File: config.mk
export PLATFORM = sky130hd
export DESIGN_NAME = snn_sched_ctrl
export DESIGN_NICKNAME = d
export VERILOG_FILES = /design/src/rtl/snn_sched_ctrl.sv
export SDC_FILE = /design/constraint.sdc
export NUM_CORES = 1
export LEC_CHECK = 0
export ABC_CLOCK_PERIOD_IN_PS = 5000
export CAP_MARGIN = 20
export CORE_MARGIN = 1.5
export CORE_UTILIZATION = 54
export CTS_BUF_LIST = sky130_fd_sc_hd__clkbuf_8
export CTS_CLUSTER_SIZE = 25
export DETAILED_ROUTE_END_ITERATION = 6
export PLACE_DENSITY = 0.91
export SLEW_MARGIN = 25
export SYNTH_ARGS = -nofsm -noshare
export SYNTH_HDL_FRONTEND = slang
export SYNTH_SLANG_ARGS = --single-unit
File: constraint.sdc
create_clock -name clk -period 5 [get_ports clk]
set_clock_uncertainty 0.2 [all_clocks]
set_input_delay 1 -clock clk [delete_from_list [all_inputs] [get_ports clk]]
set_output_delay 1 -clock clk [all_outputs]
set_load 0.02 [all_outputs]
File: src/rtl/snn_sched_ctrl.sv
// Control FSM of the SNN engine: steers the input burst into the operand buffers,
// issues the conv/pool/fc/post/dist command stream and frames the result with out_valid.
module snn_sched_ctrl #(
  parameter int N_IMG  = 2,
  parameter int N_CH   = 3,
  parameter int IMG_W  = 4,
  parameter int OUTS_W = 4
) (
  input  logic       clk,
  input  logic       rst_n,
  input  logic       in_valid,
  input  logic [1:0] Opt,
  output logic [1:0] opt_q,
  output logic       buf_we,
  output logic [1:0] buf_sel,
  output logic [6:0] buf_addr,
  output logic       cmd_valid,
  input  logic       cmd_ready,
  output logic [2:0] cmd_op,
  output logic       cmd_img,
  output logic [1:0] cmd_ch,
  output logic [1:0] cmd_row,
  output logic [1:0] cmd_col,
  output logic       cmd_last,
  input  logic       res_valid,
  output logic       out_valid,
  output logic       busy
);

  localparam int IMG_BEATS = N_IMG * N_CH * IMG_W * IMG_W;
  localparam int KER_BEATS = N_CH * 9;
  localparam int ALL_BEATS = IMG_BEATS + KER_BEATS + 4;
  localparam logic [6:0] IMG_END = 7'(IMG_BEATS);
  localparam logic [6:0] KER_END = 7'(IMG_BEATS + KER_BEATS);
  localparam logic [6:0] ALL_END = 7'(ALL_BEATS);

  localparam logic [2:0] OP_CONV = 3'd0;
  localparam logic [2:0] OP_POOL = 3'd1;
  localparam logic [2:0] OP_FC   = 3'd2;
  localparam logic [2:0] OP_POST = 3'd3;
  localparam logic [2:0] OP_DIST = 3'd4;

  localparam logic [1:0] CH_MAX       = 2'(N_CH - 1);
  localparam logic [1:0] CONV_POS_MAX = 2'(IMG_W - 1);
  localparam logic [1:0] POOL_POS_MAX = 2'(IMG_W / 2 - 1);
  localparam logic       IMG_MAX      = 1'(N_IMG - 1);

  typedef enum logic [2:0] {
    S_IDLE, S_LOAD, S_CONV, S_POOL, S_FC, S_POST, S_DIST, S_OUT
  } state_t;

  state_t            state_q, state_d;
  logic [6:0]        beat_q, beat_d;
  logic [1:0]        opt_d;
  logic              img_q, img_d;
  logic [1:0]        ch_q, ch_d, row_q, row_d, col_q, col_d;
  logic              issued_q, issued_d;
  logic [OUTS_W-1:0] outs_q, outs_d;

  logic       issuing, xfer, dec, last_cmd, phase_done, img_max;
  logic [2:0] op;
  logic [1:0] ch_max, pos_max;

  // State register
  always_ff @(posedge clk) begin
    if (!rst_n) state_q <= S_IDLE;
    else        state_q <= state_d;
  end

  always_ff @(posedge clk) begin
    if (!rst_n) begin
      beat_q   <= '0;
      opt_q    <= '0;
      img_q    <= 1'b0;
      ch_q     <= '0;
      row_q    <= '0;
      col_q    <= '0;
      issued_q <= 1'b0;
      outs_q   <= '0;
    end else begin
      beat_q   <= beat_d;
      opt_q    <= opt_d;
      img_q    <= img_d;
      ch_q     <= ch_d;
      row_q    <= row_d;
      col_q    <= col_d;
      issued_q <= issued_d;
      outs_q   <= outs_d;
    end
  end

  // The LOAD cycle where in_valid is first low already offers CONV command 0.
  always_comb begin
    issuing = 1'b0;
    op      = OP_CONV;
    case (state_q)
      S_LOAD: issuing = !in_valid;
      S_CONV: issuing = 1'b1;
      S_POOL: begin issuing = 1'b1; op = OP_POOL; end
      S_FC:   begin issuing = 1'b1; op = OP_FC;   end
      S_POST: begin issuing = 1'b1; op = OP_POST; end
      S_DIST: begin issuing = 1'b1; op = OP_DIST; end
      default: ;
    endcase
    cmd_valid = issuing && !issued_q && (outs_q != '1);
  end

  assign xfer       = cmd_valid && cmd_ready;
  assign dec        = res_valid && (outs_q != '0);
  assign outs_d     = outs_q + {{(OUTS_W-1){1'b0}}, xfer} - {{(OUTS_W-1){1'b0}}, dec};
  assign phase_done = issued_q && (outs_d == '0);

  assign ch_max   = (op == OP_CONV) ? CH_MAX : 2'd0;
  assign pos_max  = (op == OP_CONV) ? CONV_POS_MAX : (op == OP_DIST) ? 2'd0 : POOL_POS_MAX;
  assign img_max  = (op == OP_DIST) ? 1'b0 : IMG_MAX;
  assign last_cmd = (ch_q == ch_max) && (col_q == pos_max) && (row_q == pos_max) && (img_q == img_max);

  always_comb begin
    beat_d   = beat_q;
    opt_d    = opt_q;
    img_d    = img_q;
    ch_d     = ch_q;
    row_d    = row_q;
    col_d    = col_q;
    issued_d = issued_q;
    if (state_q == S_IDLE) begin
      beat_d = in_valid ? 7'd1 : 7'd0;
      if (in_valid) opt_d = Opt;
    end else if (state_q == S_LOAD && in_valid && beat_q != ALL_END) begin
      beat_d = beat_q + 7'd1;
    end
    if (xfer) begin
      if (last_cmd) begin
        img_d    = 1'b0;
        ch_d     = '0;
        row_d    = '0;
        col_d    = '0;
        issued_d = 1'b1;
      end else if (ch_q != ch_max) begin
        ch_d = ch_q + 2'd1;
      end else begin
        ch_d = '0;
        if (col_q != pos_max) begin
          col_d = col_q + 2'd1;
        end else begin
          col_d = '0;
          if (row_q != pos_max) begin
            row_d = row_q + 2'd1;
          end else begin
            row_d = '0;
            img_d = ~img_q;
          end
        end
      end
    end
    if (phase_done) issued_d = 1'b0;
  end

  always_comb begin
    state_d = state_q;
    case (state_q)
      S_IDLE: if (in_valid)   state_d = S_LOAD;
      S_LOAD: if (!in_valid)  state_d = S_CONV;
      S_CONV: if (phase_done) state_d = S_POOL;
      S_POOL: if (phase_done) state_d = S_FC;
      S_FC:   if (phase_done) state_d = S_POST;
      S_POST: if (phase_done) state_d = S_DIST;
      S_DIST: if (phase_done) state_d = S_OUT;
      default: state_d = S_IDLE;
    endcase
  end

  always_comb begin
    busy      = (state_q != S_IDLE);
    out_valid = (state_q == S_OUT);
    buf_we    = 1'b0;
    buf_sel   = 2'd0;
    buf_addr  = 7'd0;
    if (state_q == S_IDLE && in_valid) begin
      buf_we = 1'b1;
    end else if (state_q == S_LOAD && in_valid && beat_q != ALL_END) begin
      buf_we = 1'b1;
      if (beat_q < IMG_END) begin
        buf_addr = beat_q;
      end else if (beat_q < KER_END) begin
        buf_sel  = 2'd1;
        buf_addr = beat_q - IMG_END;
      end else begin
        buf_sel  = 2'd2;
        buf_addr = beat_q - KER_END;
      end
    end
    // Fields are zero whenever no command is offered.
    cmd_op   = cmd_valid ? op : 3'd0;
    cmd_img  = cmd_valid && img_q;
    cmd_ch   = cmd_valid ? ch_q : 2'd0;
    cmd_row  = cmd_valid ? row_q : 2'd0;
    cmd_col  = cmd_valid ? col_q : 2'd0;
    cmd_last = cmd_valid && ((op != OP_CONV) || (ch_q == CH_MAX));
  end

endmodule

# Word level (Yosys, flattened, before mapping)
# Index checks and enable logic that the tools add are counted.
[totals]
rom_bits = 0
memories = 0
ff_bits = 24
latch_bits = 0
mem_bits_rw = 0
input_bits = 7
[classes]
shifts = 0
n_mul = 0
muxes = 44
add_sub_neg = 8
eq_ne = 28
reduce_logical = 31
order_cmp = 2
bitwise_logic = 2
n_div = 0
[op_table]
columns = ["operator", "count"]
rows = [
  ["$mux 7", 6],
  ["$mux 2", 18],
  ["$mux 3", 8],
  ["$pmux 3 s7", 1],
  ["$ne 2x2->1 const B", 10],
  ["$eq 3x3->1 const B", 5],
  ["$lt 7x7->1 const B", 2],
  ["$sub 7x7->7 const B", 2],
  ["$logic_and 1x1->1", 13],
  ["$pmux 3 s4", 1],
  ["$mux 1", 9],
  ["$add 7x1->7 const B", 1],
  ["$ne 7x7->1 const B", 1],
  ["$reduce_and 7->1", 1],
  ["$add 2x1->2 const B", 3],
  ["$eq 2x2->1", 3],
  ["$eq 3x2->1 const B", 2],
  ["$logic_not 3->1", 2],
  ["$ne 2x2->1", 3],
  ["$reduce_and 2->1", 3],
  ["$reduce_bool 3->1", 2],
  ["$reduce_or 5->1", 1],
  ["$add 4x1->4", 1],
  ["$logic_not 4->1", 1],
  ["14 further kinds", 16],
]

# Logic depth before layout (Yosys ltp)
[logic_depth]
depth_word = 12
mapped_depth = 13
mapped_depth_nobuf = 13

# Worst setup path before layout
# Ideal clock, no wire load.
[synth_path]
path_type = "input-to-reg"
startpoint = "input in_valid"
endpoint = "register state_q[0]"
cell_stages = 12
arrival_ns = 3.666
slack_ns = 1.028
required_ns = 4.694
path_cell_list = "and2b_1 -> o2111ai_4 -> ha_1 -> inv_1 -> ha_1 -> inv_1 -> fa_1 -> nand4b_1 -> a2111oi_0 -> nor2_1 -> or4_1 -> o311ai_0"
[synth_via]
elab_chain_cells = 11
word_cells_on_any_way = 17
cone_classes = "2 x add/sub; 7 x eq/ne; 1 x mux; 7 x reduce/logical"
[synth_lines]
columns = ["item", "line_no", "rtl"]
rows = [
  ["start: declaration", "11", "input logic in_valid,"],
  ["$logic_not 1->1", "--", ""],
  ["$pmux 1 s2", "96", "case (state_q)"],
  ["$logic_and 1x1->1 (2 in series)", "105", "cmd_valid = issuing && !issued_q && (outs_q != '1);"],
  ["$logic_and 1x1->1", "108", "assign xfer = cmd_valid && cmd_ready;"],
  ["$add 4x1->4", "110", "assign outs_d = outs_q + {{(OUTS_W-1){1'b0}}, xfer} - {{(OUTS_W-1){1'b0}}, dec};"],
  ["$sub 4x1->4", "110", ""],
  ["$logic_not 4->1", "111", "assign phase_done = issued_q && (outs_d == '0);"],
  ["$logic_and 1x1->1", "111", ""],
  ["$ne 2x2->1 (no source line)", "--", ""],
  ["$reduce_and 7->1 (no source line) *", "--", ""],
  ["end signal: assignment", "67", "else state_q <= state_d;"],
  ["end: declaration", "52", "state_t state_q, state_d;"],
]
# Every way passes the cells marked *; elsewhere a longest branch is shown, timed or not.
# A chain may end at the register's enable or synchronous reset.

# Worst setup path in the final report
# Same ends and word-level chain as after synthesis.

==> impl_metrics.json <==
{
  "status": "complete, no violations",
  "maxCapViolCount": 0,
  "n_fill_cell": 249,
  "peakVddDrop_v": 0.000287,
  "pre_cts_ws_ps": 141,
  "worstHoldPathType": "register to register",
  "layout_setup_ws_ps": 218,
  "ioPinCount": 33,
  "r2r_cells": 12,
  "setup_tns_ps": 0,
  "track_usage_pct": 24.1,
  "clk_pin_slew_worst_paths_ps": 80,
  "synth_top_family_by_area": "simple AND/OR/NAND/NOR gates",
  "power_density_nw_per_um2": 262,
  "max_freq_mhz": 209,
  "cts_buffer_depth": 2,
  "synth_xor_area_share_pct": 6.36,
  "ctsResizeCount": 0,
  "core_sq_um": 3080,
  "hold_end": "opt_q[0]",
  "finish.net_count": 261,
  "critical_path_class": "primary input to register",
  "synthMuxAreaShare_pct": 3.50,
  "period_share_pct": 95.6,
  "p_switching_mw": 0.192,
  "insertedDiodeCount": 0,
  "ys_ff_latch": 24,
  "p_sw_share_pct": 34.2,
  "wirelength_microns": 4190,
  "synth.cell_area_sq_um": 1750,
  "drive_gt1_share_pct": 4.53,
  "wl_per_cell_microns": 14.6,
  "rr_endpoint": "state_q[0]",
  "min_period_ps": 4780,
  "htree_levels": 1,
  "comb_power_share_pct": 34.8,
  "ys_types": 51,
  "cts_buffers": 3,
  "relSlewSlack_pct": 50.4,
  "required_ps": 4970,
  "grt_pass1_vias": 1455,
  "postCtsHoldBufs": 0,
  "synth_compound_area_share_pct": 19.9,
  "synth_flop_cell": "dfxtp_1",
  "clk_latency_ps": 270,
  "final_cell_mix": "32 x clkdlybuf4s50_1, 26 x nor2_1, 24 x dfxtp_1",
  "end_kind": "register",
  "tightestPinTransition_ps": 725,
  "grt_max_degree": 20,
  "total_power_mw": 0.560,
  "clockPowerShare_pct": 24.3,
  "dpl.hpwl_microns": 3040,
  "gp_congestion": 0.812,
  "cts_sinks": 24,
  "grt_pass1_wl_microns": 6660,
  "p_int_mw": 0.369,
  "slew_viol_final": 0,
  "syn_inst": 217,
  "initial_utilization_pct": 56.9,
  "p_leak_nw": 0.812,
  "synth_fp_nets": 234,
  "fp.dieH_microns": 59.9,
  "dr.pass1.iters": 4,
  "synth_edf_count": 0,
  "fp.dieArea_sq_um": 3590,
  "synth.yosys.warnings": 0,
  "crit_path_start_kind": "primary input",
  "synth_area_per_cell_sq_um": 8.07,
  "drt-initial-drc-count": 96,
  "ys_seq_area_share_pct": 27.4,
  "synthSimpleGateAreaFrac_pct": 28.7,
  "cts_root_buf": "clkbuf_8",
  "crit_fanout": 7,
  "io_buffers": 32,
  "worstHoldPathCells": 2,
  "area_growth_pct": 22.0,
  "rsz0062_at_grt": "false",
  "synth_fa_ha_area_share_pct": 7.58,
  "arrival_ps": 4750,
  "dieWidth_microns": 59.9,
  "finalSetupViolations": 0,
  "viasPerCell": 5.83,
  "via_count": 1674,
  "ff2ff_setup_slack_ps": 720,
  "pwr-share-seq_pct": 40.9,
  "hold_start": "opt_q[0]",
  "final_common_cell": "clkdlybuf4s50_1",
  "hold_viol_final": 0,
  "antenna_found_initial": 0,
  "cts_tree": "yes",
  "ys_async_sr_fraction_pct": 0,
  "ant_nets": 0,
  "r2r-start": "state_q[2]",
  "cts_setup_buffers": 0,
  "overflow": 0,
  "drc": 0,
  "num_rows": 20
}
state kept, by name, indices dropped and copies added, names as in the netlist:
name and count:
opt_q 2, outs_q 4, ch_q 2, beat_q 7
img_q 1, col_q 2, row_q 2, issued_q 1
state_q 3
Yosys cell counts, types with 2 or more instances:
library cell | number | area (sq um)
nor3_1 | 5 | 25.0
a31oi_1 | 3 | 18.8
xnor2_1 | 4 | 35.0
or3_1 | 5 | 31.3
o31ai_1 | 2 | 15.0
a21oi_1 | 14 | 70.1
xor2_1 | 6 | 52.6
clkbuf_1 | 7 | 26.3
nand4bb_1 | 2 | 22.5
a21o_1 | 2 | 15.0
nand4_1 | 2 | 12.5
buf_2 | 3 | 15.0
o21ai_0 | 6 | 30.0
nand3b_1 | 4 | 30.0
ha_1 | 9 | 113
dfxtp_1 | 24 | 480
or4_1 | 2 | 15.0
nand2b_1 | 2 | 12.5
o211ai_1 | 2 | 15.0
inv_1 | 16 | 60.1
o41ai_1 | 2 | 17.5
nand2_1 | 9 | 33.8
nand4b_1 | 2 | 17.5
mux2i_1 | 5 | 50.1
a211oi_1 | 2 | 15.0
and3_1 | 6 | 37.5
nor3b_1 | 2 | 15.0
nand3_1 | 10 | 50.1
o311ai_0 | 2 | 17.5
o211a_1 | 2 | 20.0
nor2_1 | 26 | 97.6
and2_1 | 10 | 62.6
metrics by stage:
step                hold WS (ps)  util (%)  cell area, sq um  std cells
CTS                          314      69.4              2140        287
global placement             278      67.6              2080        283
finish                       306      69.4              2140        287
detailed placement           293      67.6              2080        283
floorplan                    257         -              1750        217
global route                 349      69.4              2140        287
layer usage:
layer  wire length [microns]  GRT usage (%)  vias up
li1                        -              -      826
met1                    1920           32.1      789
met2                    2040           40.1       52
met3                     186           2.60        7
met4                      51           8.25        0
met5                       0              0        -
critical path, stage by stage:
cell and delay (ps):
clkdlybuf4s50_1 530, and2b_1 230, o2111ai_4 290, ha_1 280, inv_1 60, ha_1 200
inv_1 70, fa_1 520, nand4b_1 110, a2111oi_0 650, nor2_1 260, or4_1 450
o311ai_0 90
kinds of logic (layout without fill, tap and decap cells):
kind of cell | Yosys count | count (layout)
simple gates | 92 | 92
xor+xnor | 11 | 11
buf+inv | 27 | 53
flops | 24 | 24
mux | 6 | 6
compound gates | 47 | 47
fa+ha+maj | 10 | 10
worst max path at each step:
stage	to	cells after the start	slack, ps	from
global route	state_q[0]	13	10	in_valid
floorplan	state_q[0]	12	1030	in_valid
finish	state_q[0]	13	220	in_valid
CTS	state_q[0]	13	290	in_valid
global placement	state_q[0]	13	320	in_valid
detailed placement	state_q[0]	13	140	in_valid
power groups by stage:
stage,sequential [mW],combinational (mW),clock (mW)
3_5_place_dp,0.233,0.193,0
4_1_cts,0.229,0.194,0.137
3_3_place_gp,0.232,0.183,0
5_1_grt,0.231,0.216,0.143
6_report,0.229,0.195,0.136
2_1_floorplan,0.227,0.145,0
area by class of cell:
class	count	area [sq um]	share of cell area, %
Clock buffer	4	55.1	2.58
Inverter	16	60.1	2.81
Multi-Input combinational cell	166	1160	54.2
Sequential cell	24	480	22.5
Tap cell	44	55.1	2.58
Timing Repair Buffer	33	328	15.3
(Power assumes the default switching activity.)
